===== config.mk =====
export PLATFORM = sky130hd
export DESIGN_NAME = random_dispatcher
export DESIGN_NICKNAME = d
export VERILOG_FILES = /design/src/rtl/random_dispatcher.sv
export SDC_FILE = /design/constraint.sdc
export NUM_CORES = 1
export LEC_CHECK = 0
export CAP_MARGIN = 20
export CORE_AREA = 2 2 52 54
export DETAILED_ROUTE_END_ITERATION = 10
export DIE_AREA = 0 0 54 56
export GPL_TIMING_DRIVEN = 0
export PLACE_DENSITY = 0.71
export SETUP_SLACK_MARGIN = 0.4
export SYNTH_ARGS = -nofsm -noshare
export SYNTH_HDL_FRONTEND = slang
export SYNTH_SLANG_ARGS = --single-unit
export TNS_END_PERCENT = 30

===== constraint.sdc =====
create_clock -name clk -period 3.4 [get_ports clk]
set_input_delay 0.34 -clock clk [delete_from_list [all_inputs] [get_ports clk]]
set_output_delay 0.34 -clock clk [all_outputs]
set_load 0.05 [all_outputs]

===== src/rtl/random_dispatcher.sv =====
// Shares one latch-on-rise random generator between NUM_REQ requesters.
// Requests are arbitrated round-robin; out-of-range draws are redrawn, then clamped.
module random_dispatcher #(
    parameter int unsigned NUM_REQ   = 4,
    parameter int unsigned SIZE_BITS = 8,
    parameter int unsigned LO_VAL    = 0,
    parameter int unsigned HI_VAL    = 255,
    parameter int unsigned MAX_RETRY = 3
) (
    input  logic                 clk,
    input  logic                 resetN,
    input  logic                 enable,
    input  logic [NUM_REQ-1:0]   req,
    output logic                 rng_rise,
    input  logic [SIZE_BITS-1:0] rng_dout,
    output logic [NUM_REQ-1:0]   grant_valid,
    output logic [SIZE_BITS-1:0] grant_value,
    output logic                 busy,
    output logic                 retry_err
);

    localparam int unsigned          PtrW     = (NUM_REQ > 1) ? $clog2(NUM_REQ) : 1;
    localparam logic [SIZE_BITS-1:0] LoV      = SIZE_BITS'(LO_VAL);
    localparam logic [SIZE_BITS-1:0] HiV      = SIZE_BITS'(HI_VAL);
    localparam logic [3:0]           MaxRetry = 4'(MAX_RETRY);
    localparam logic [PtrW-1:0]      LastPtr  = PtrW'(NUM_REQ - 1);

    typedef enum logic [1:0] {
        StIdle,
        StFire,
        StCapture
    } state_e;

    state_e                 state_q, state_d;
    logic [NUM_REQ-1:0]     pending_q, pending_d;
    logic [PtrW-1:0]        rr_ptr_q, rr_ptr_d;
    logic [PtrW-1:0]        winner_q, winner_d;
    logic [3:0]             retry_cnt_q, retry_cnt_d;
    logic                   rise_q, rise_d;
    logic [NUM_REQ-1:0]     grant_valid_q, grant_valid_d;
    logic [SIZE_BITS-1:0]   grant_value_q, grant_value_d;
    logic                   busy_q, busy_d;
    logic                   retry_err_q, retry_err_d;

    logic [NUM_REQ-1:0]     served;
    logic [NUM_REQ-1:0]     winner_oh;
    logic                   found;
    logic [PtrW-1:0]        winner;
    logic [PtrW-1:0]        cand;
    logic [SIZE_BITS:0]     lo_diff;
    logic [SIZE_BITS:0]     hi_diff;
    logic                   below;
    logic                   above;

    // Round-robin scan starting just after the last winner.
    always_comb begin
        found  = 1'b0;
        winner = rr_ptr_q;
        cand   = '0;
        for (int unsigned i = 1; i <= NUM_REQ; i++) begin
            cand = PtrW'((32'(rr_ptr_q) + i) % NUM_REQ);
            if (!found && pending_q[cand]) begin
                found  = 1'b1;
                winner = cand;
            end
        end
    end

    // Borrow bits give unsigned range tests that stay well-formed when LO_VAL is 0.
    always_comb begin
        lo_diff = {1'b0, rng_dout} - {1'b0, LoV};
        hi_diff = {1'b0, HiV} - {1'b0, rng_dout};
        below   = lo_diff[SIZE_BITS];
        above   = hi_diff[SIZE_BITS];
    end

    assign winner_oh = NUM_REQ'(1) << winner_q;

    always_comb begin
        state_d       = state_q;
        rr_ptr_d      = rr_ptr_q;
        winner_d      = winner_q;
        retry_cnt_d   = retry_cnt_q;
        rise_d        = 1'b0;
        grant_valid_d = '0;
        grant_value_d = grant_value_q;
        busy_d        = busy_q;
        retry_err_d   = 1'b0;
        served        = '0;

        unique case (state_q)
            StIdle: begin
                busy_d = 1'b0;
                if (enable && found) begin
                    winner_d    = winner;
                    rr_ptr_d    = winner;
                    retry_cnt_d = '0;
                    rise_d      = 1'b1;
                    busy_d      = 1'b1;
                    state_d     = StFire;
                end
            end
            StFire: begin
                busy_d  = 1'b1;
                state_d = StCapture;
            end
            StCapture: begin
                if (!below && !above) begin
                    grant_valid_d = winner_oh;
                    grant_value_d = rng_dout;
                    served        = winner_oh;
                    busy_d        = 1'b0;
                    state_d       = StIdle;
                end else if (retry_cnt_q < MaxRetry) begin
                    // rise was low this cycle, so the generator sees a fresh edge.
                    retry_cnt_d = retry_cnt_q + 4'd1;
                    rise_d      = 1'b1;
                    state_d     = StFire;
                end else begin
                    grant_valid_d = winner_oh;
                    grant_value_d = below ? LoV : HiV;
                    retry_err_d   = 1'b1;
                    served        = winner_oh;
                    busy_d        = 1'b0;
                    state_d       = StIdle;
                end
            end
            default: begin
                busy_d  = 1'b0;
                state_d = StIdle;
            end
        endcase

        // A request arriving while its owner is served survives as a new request.
        pending_d = (pending_q & ~served) | req;
    end

    always_ff @(posedge clk or negedge resetN) begin
        if (!resetN) begin
            state_q       <= StIdle;
            pending_q     <= '0;
            rr_ptr_q      <= LastPtr;
            winner_q      <= '0;
            retry_cnt_q   <= '0;
            rise_q        <= 1'b0;
            grant_valid_q <= '0;
            grant_value_q <= '0;
            busy_q        <= 1'b0;
            retry_err_q   <= 1'b0;
        end else begin
            state_q       <= state_d;
            pending_q     <= pending_d;
            rr_ptr_q      <= rr_ptr_d;
            winner_q      <= winner_d;
            retry_cnt_q   <= retry_cnt_d;
            rise_q        <= rise_d;
            grant_valid_q <= grant_valid_d;
            grant_value_q <= grant_value_d;
            busy_q        <= busy_d;
            retry_err_q   <= retry_err_d;
        end
    end

    assign rng_rise    = rise_q;
    assign grant_valid = grant_valid_q;
    assign grant_value = grant_value_q;
    assign busy        = busy_q;
    assign retry_err   = retry_err_q;

    a_rise_single: assert property (@(posedge clk) disable iff (!resetN)
        rise_q |=> !rise_q);
    a_grant_onehot: assert property (@(posedge clk) disable iff (!resetN)
        $onehot0(grant_valid_q));
    a_busy_state: assert property (@(posedge clk) disable iff (!resetN)
        busy_q == (state_q != StIdle));

endmodule


* Word-level counts from Yosys, hierarchy flattened
Cells that the tools add are included.
** Operators by class
- Multiplexer cells :: 39
- Equal/unequal tests :: 7
- Shift operators :: 1
- Reductions and logical operators :: 12
- Bitwise logic cells :: 3
- Add/sub/neg operators :: 6
- Order comparisons :: 5
** Operator list (number)
- $mux 4 :: 6
- $mux 1 :: 18
- $mux 8 :: 2
- $lt 2x3->1 const B :: 4
- $mux 2 :: 5
- $sub 8x8->9 const A :: 1
- $bmux 1 s2 :: 4
- $ne 2x2->1 const B :: 4
- $pmux 4 s2 :: 1
- $pmux 2 s3 :: 1
- $add 2x1->2 const B :: 2
- $add 2x2->2 const B :: 2
- $add 4x1->4 const B :: 1
- $and 4x4->4 :: 1
- $logic_and 1x1->1 :: 4
- $lt 4x2->1 const B :: 1
- $not 4->4 :: 1
- $or 4x4->4 :: 1
- $reduce_and 2->1 :: 2
- $reduce_and 4->1 :: 1
- $shl 1x2->4 const A :: 1
- $logic_not 1->1 :: 3
- $ne 3x3->1 const B :: 1
- $pmux 1 s3 :: 1
- other kinds (5) :: 5
** Storage, ports and cells
- Bits in registers :: 29
- Bits of input ports :: 15
- Logic and storage cells :: 83
- Output and inout bits :: 15

* Depth between registers and ports, before layout
- Word-level depth :: 16
- Depth in mapped cells :: 4
- Gate-level depth less buffers :: 4

* Worst setup path before layout
No wires, ideal clock.
- Kind :: reg2reg
- From :: register pending_q[1]
- To :: register winner_q[0]
- Required time :: 3.268 ns
- Period minus slack after synthesis :: 1.324 ns
- Setup time :: 0.132 ns
- Path buffers :: 0
- Data arrival time :: 1.193 ns
- Slack :: 2.076 ns
- Stages on the path, launching flop included :: 5
- Cells stage by stage :: dfrtp_1 > or4_4 > nand2b_4 > inv_4 > a2bb2oi_1
** Between the ends
- Cells in the longest elaborated chain, start to end :: 14
- Elaborated cells on any way between the ends :: 24
- Classes of those cells :: mux: 16; reduce/logical: 8
** Ends and longest elaborated chain
- start: declaration :: RTL line 35 : logic [NUM_REQ-1:0] pending_q, pending_d;
- start signal: assignment :: RTL line 152 : pending_q <= pending_d;
- $bmux 1 s2 :: RTL line 62 : if (!found && pending_q[cand]) begin
- $mux 1 (not written as such) :: RTL line 62
- $mux 1 :: RTL line 62
- $logic_not 1->1 :: RTL line 62
- $logic_and 1x1->1 :: RTL line 62
- $mux 1 :: RTL line 62
- $logic_not 1->1 :: RTL line 62
- $logic_and 1x1->1 :: RTL line 62
- $mux 1 :: RTL line 62
- $logic_not 1->1 :: RTL line 62
- $logic_and 1x1->1 :: RTL line 62
- $mux 1 :: RTL line 62
- $logic_and 1x1->1 :: RTL line 94 : if (enable && found) begin
- $reduce_and 2->1 (no line)
- end signal: assignment :: RTL line 154 : winner_q <= winner_d;
- end: declaration :: RTL line 37 : logic [PtrW-1:0] winner_q, winner_d;
Parallel ways exist; a longest one is shown, timed or not. The select of a mux whose other input is x is not followed.
A chain may end at the register's enable or synchronous reset.

* Final worst setup path
- From :: register grant_value_q[1] (netlist: grant_value[1])
- To :: output grant_value[1]
** RTL lines
- start: declaration :: RTL line 41 : logic [SIZE_BITS-1:0] grant_value_q, grant_value_d;
- start signal: assignment :: RTL line 158 : grant_value_q <= grant_value_d;
- end: declaration :: RTL line 17 : output logic [SIZE_BITS-1:0] grant_value,
No word-level cell between the ends.

==> summary.md <==
| Metric | Value |
|---|---|
| CTS Buf Count | `3` |
| Adder-cell area share of the yosys netlist | `0` |
| P_leak | `0.6276 nW` |
| Main synth FF type | `dfrtp_1` |
| Htree depth | `1` |
| Switching pwr | `395.3 µW` |
| Crit path DAT | `1500 ps` |
| Largest net degree at the start of global routing | `25` |
| Synthesized area | `957.2 µm²` |
| Post-Place Setup Slack | `1614 ps` |
| Starting Density | `0.3935` |
| Synth Area per Inst | `13.48 µm²` |
| Area contributors post-synth | `dfrtp_1 58%, mux2_2 8.2%, dfstp_2 5.5%` |
| Vias per cell | `4.978` |
| CP max FO | `2` |
| Post-layout min period | `1838 ps` |
| Wire per inst | `13.03 µm` |
| CP Capture Type | `output pin` |
| Setup crit start kind | `register` |
| Setup CP Type | `reg -> out` |
| Seq cells post-synth | `24` |
| Die X-Extent | `54 µm` |
| # IOs | `30` |
| GP Congestion | `0.7498` |
| Status | `completed` |
| Number of synthesized flops with an enable pin | `0` |
| Slowest cell on crit path | `clkdlybuf4s50_1` |
| Clock Power Share | `0.194` |
| Starting DRC count in detailed routing | `8` |
| Compound-Gate Fraction of Synth Area | `0.1059` |
| Port bufs | `28` |
| Ys Warns | `0` |
| Clock Skew | `11.62 ps` |
| Switching Share | `0.3727` |
| Initial antenna violation count | `0` |
| Logic pwr share | `0.397` |
| PD cells | `782.7 mW/mm²` |
| CP cell instances | `clkdlybuf4s50_1` |
| WL final | `1746 µm` |
| Hold slack | `235.8 ps` |
| Post-Synth XOR/XNOR Area | `0` |
| Slew @ Worst Pin | `509.8 ps` |
| Commonest cells in the synthesized netlist | `22 x dfrtp_1, 7 x mux2_2, 5 x inv_1` |
| Worst-case clock buffer depth | `2` |
| Share of cells above drive strength 1 | `0.1923` |
| Slew HR | `0.6590` |
| Mux cell area share after synthesis | `0.1046` |
| Distinct cell type count after synthesis | `29` |
| Async set-reset flop share out of synthesis | `1.000` |
| Setup violations, final | `0` |
| Final instance area | `0.001355 mm²` |
| Largest family of logic cells by synthesized area | `simple AND/OR/NAND/NOR gates` |
| Internal | `665.3 µW` |
| Hold_buf cts | `0` |
| Flop pwr share | `0.409` |
| Most numerous cell in the Yosys netlist | `dfrtp_1` |
| Hold Vio Cnt, Final | `0` |
| Tot Pwr | `1.061 mW` |
| Register clock-pin slew on the reported worst setup and hold paths | `120 ps` |
| # nets final | `120` |
| Sum Neg Setup Slack | `0 ps` |
| CTS Root Cell | `clkbuf_4` |
| Hpwl dp | `1242 µm` |
| Synth top area share | `0.5752` |
| GRT Residual Overflow | `0` |
| Area delta synth->final | `41.57%` |
| Worst Path Buf+Inv | `1` |
| Vias in the first global route | `621` |
| Num rows | `18` |
| HP Class | `in -> async` |
| Skew-Pair Late Insertion Delay | `320 ps` |
| Fmax | `0.5442 GHz` |
| Required @ worst endpoint | `3060 ps` |
| Die area | `0.003024 mm²` |
| Worst path top cell family by delay | `buffers and inverters` |
| Global Route Usage Sum | `0.1221` |
| Total number of vias | `667` |
| First-pass GRT wire length | `2732 µm` |
| Sequential fraction of the synthesis area | `0.6301` |
| VDD IR max | `550.6 µV` |
| Placed cell area | `0.001275 mm²` |
| Synth Instances | `71` |
| Post-route worst setup slack | `1562 ps` |
| Sink Count | `24` |
| Postcts setup bufs | `0` |
| CP peak stage delay | `810 ps` |
| TritonRoute pass-1 iters | `4` |
| RSZ-0062 raised after global routing | `false` |
| PostCTS Resize Cnt | `0` |
| Yosys top cell by area | `dfrtp_1` |
| Final Cycle Share | `0.5405` |
| Post-route ant nets | `0` |
| Pins Over Slew Limit | `0` |
| Antenna fix cells | `0` |
| TritonCTS clock tree | `built` |
| DRC | `0` |
| Post-Synth Simple-Gate Area | `0.1163` |
| Placeable Area | `0.002432 mm²` |
| Die height | `56 µm` |
| Syn_nets | `86` |
| Max-Cap Viols | `0` |
cell families after synthesis:
| kind of cell | Yosys count |
|---|---|
| buffers and inverters | 8 |
| muxes | 9 |
| AOI/OAI and AO/OA | 13 |
| DFF | 24 |
| other | 1 |
| and+or+nand+nor | 16 |
state kept, by name, summed over array words and instances (netlist names):
register     cells
pending_q        4
grant_valid      4
winner_q         2
grant_value      8
state_q          2
rr_ptr_q         2
rng_rise         1
busy             1
worst reg2reg max path, delay by kind of cell, from the launching register on:
family	cells	cell delay, ps
buffers and inverters	1	40
DFF	1	460
AOI/OAI and AO/OA	1	120
and+or+nand+nor	2	690
power by group through the flow:
stage	Combinational (mW)	Clock [mW]	Sequential, mW
global route	0.444	0.221	0.446
finish	0.422	0.205	0.434
floorplan	0.116	0	0.595
CTS	0.421	0.209	0.434
detailed placement	0.420	0	0.440
global placement	0.414	0	0.435
final cells by class:
type                       count  area, µm²
tap                           30      37.54
inverter                       6      25.02
clock inverter                 1      30.03
clock buffer                   3      22.52
sequential                    24      603.1
multi-input combinational     39      316.6
buffer                         2      12.51
timing repair buffer          29      307.8
fill                         216       1077
per-layer routing:
layer	vias to the layer above	wire length (µm)	GRT usage
met5	-	0	0
met4	0	27	0.08571
met3	2	73	0.01613
met2	22	905	0.1899
met1	330	740	0.1504
li1	313	-	-
path summary, 6_finish.rpt:
| kind | start | to | slack, ps | cells after the start |
|---|---|---|---|---|
| min in group clk | state_q[1] | state_q[1] | 480 | 1 |
| hold / removal | resetN | grant_value[4] | 240 | 1 |
| max in group asynchronous | resetN | rr_ptr_q[0] | 2730 | 2 |
| setup / recovery | grant_value[1] | grant_value[1] | 1560 | 1 |
| setup reg to reg | pending_q[1] | winner_q[0] | 1990 | 4 |
| hold reg to reg | state_q[1] | state_q[1] | 480 | 1 |
cells in the final DEF, fill, tap and decap left out, types with 2 or more instances in the layout:
master / n
clkdlybuf4s50_1: 28
dfrtp_1: 22
mux2_2: 7
inv_1: 5
nor2_1: 3
a21o_1: 3
o21bai_1: 3
clkbuf_4: 3
nor2b_1: 2
nand3b_1: 2
a311oi_1: 2
a2bb2oi_1: 2
dfstp_2: 2
metrics by stage:
step           utilization  std cells
2_1_floorplan            -         71
3_3_place_gp        0.5242        129
3_5_place_dp        0.5242        129
4_1_cts             0.5458        133
5_1_grt             0.5571        134
6_report            0.5571        134
Note: power is estimated with default switching activity, not from simulation.
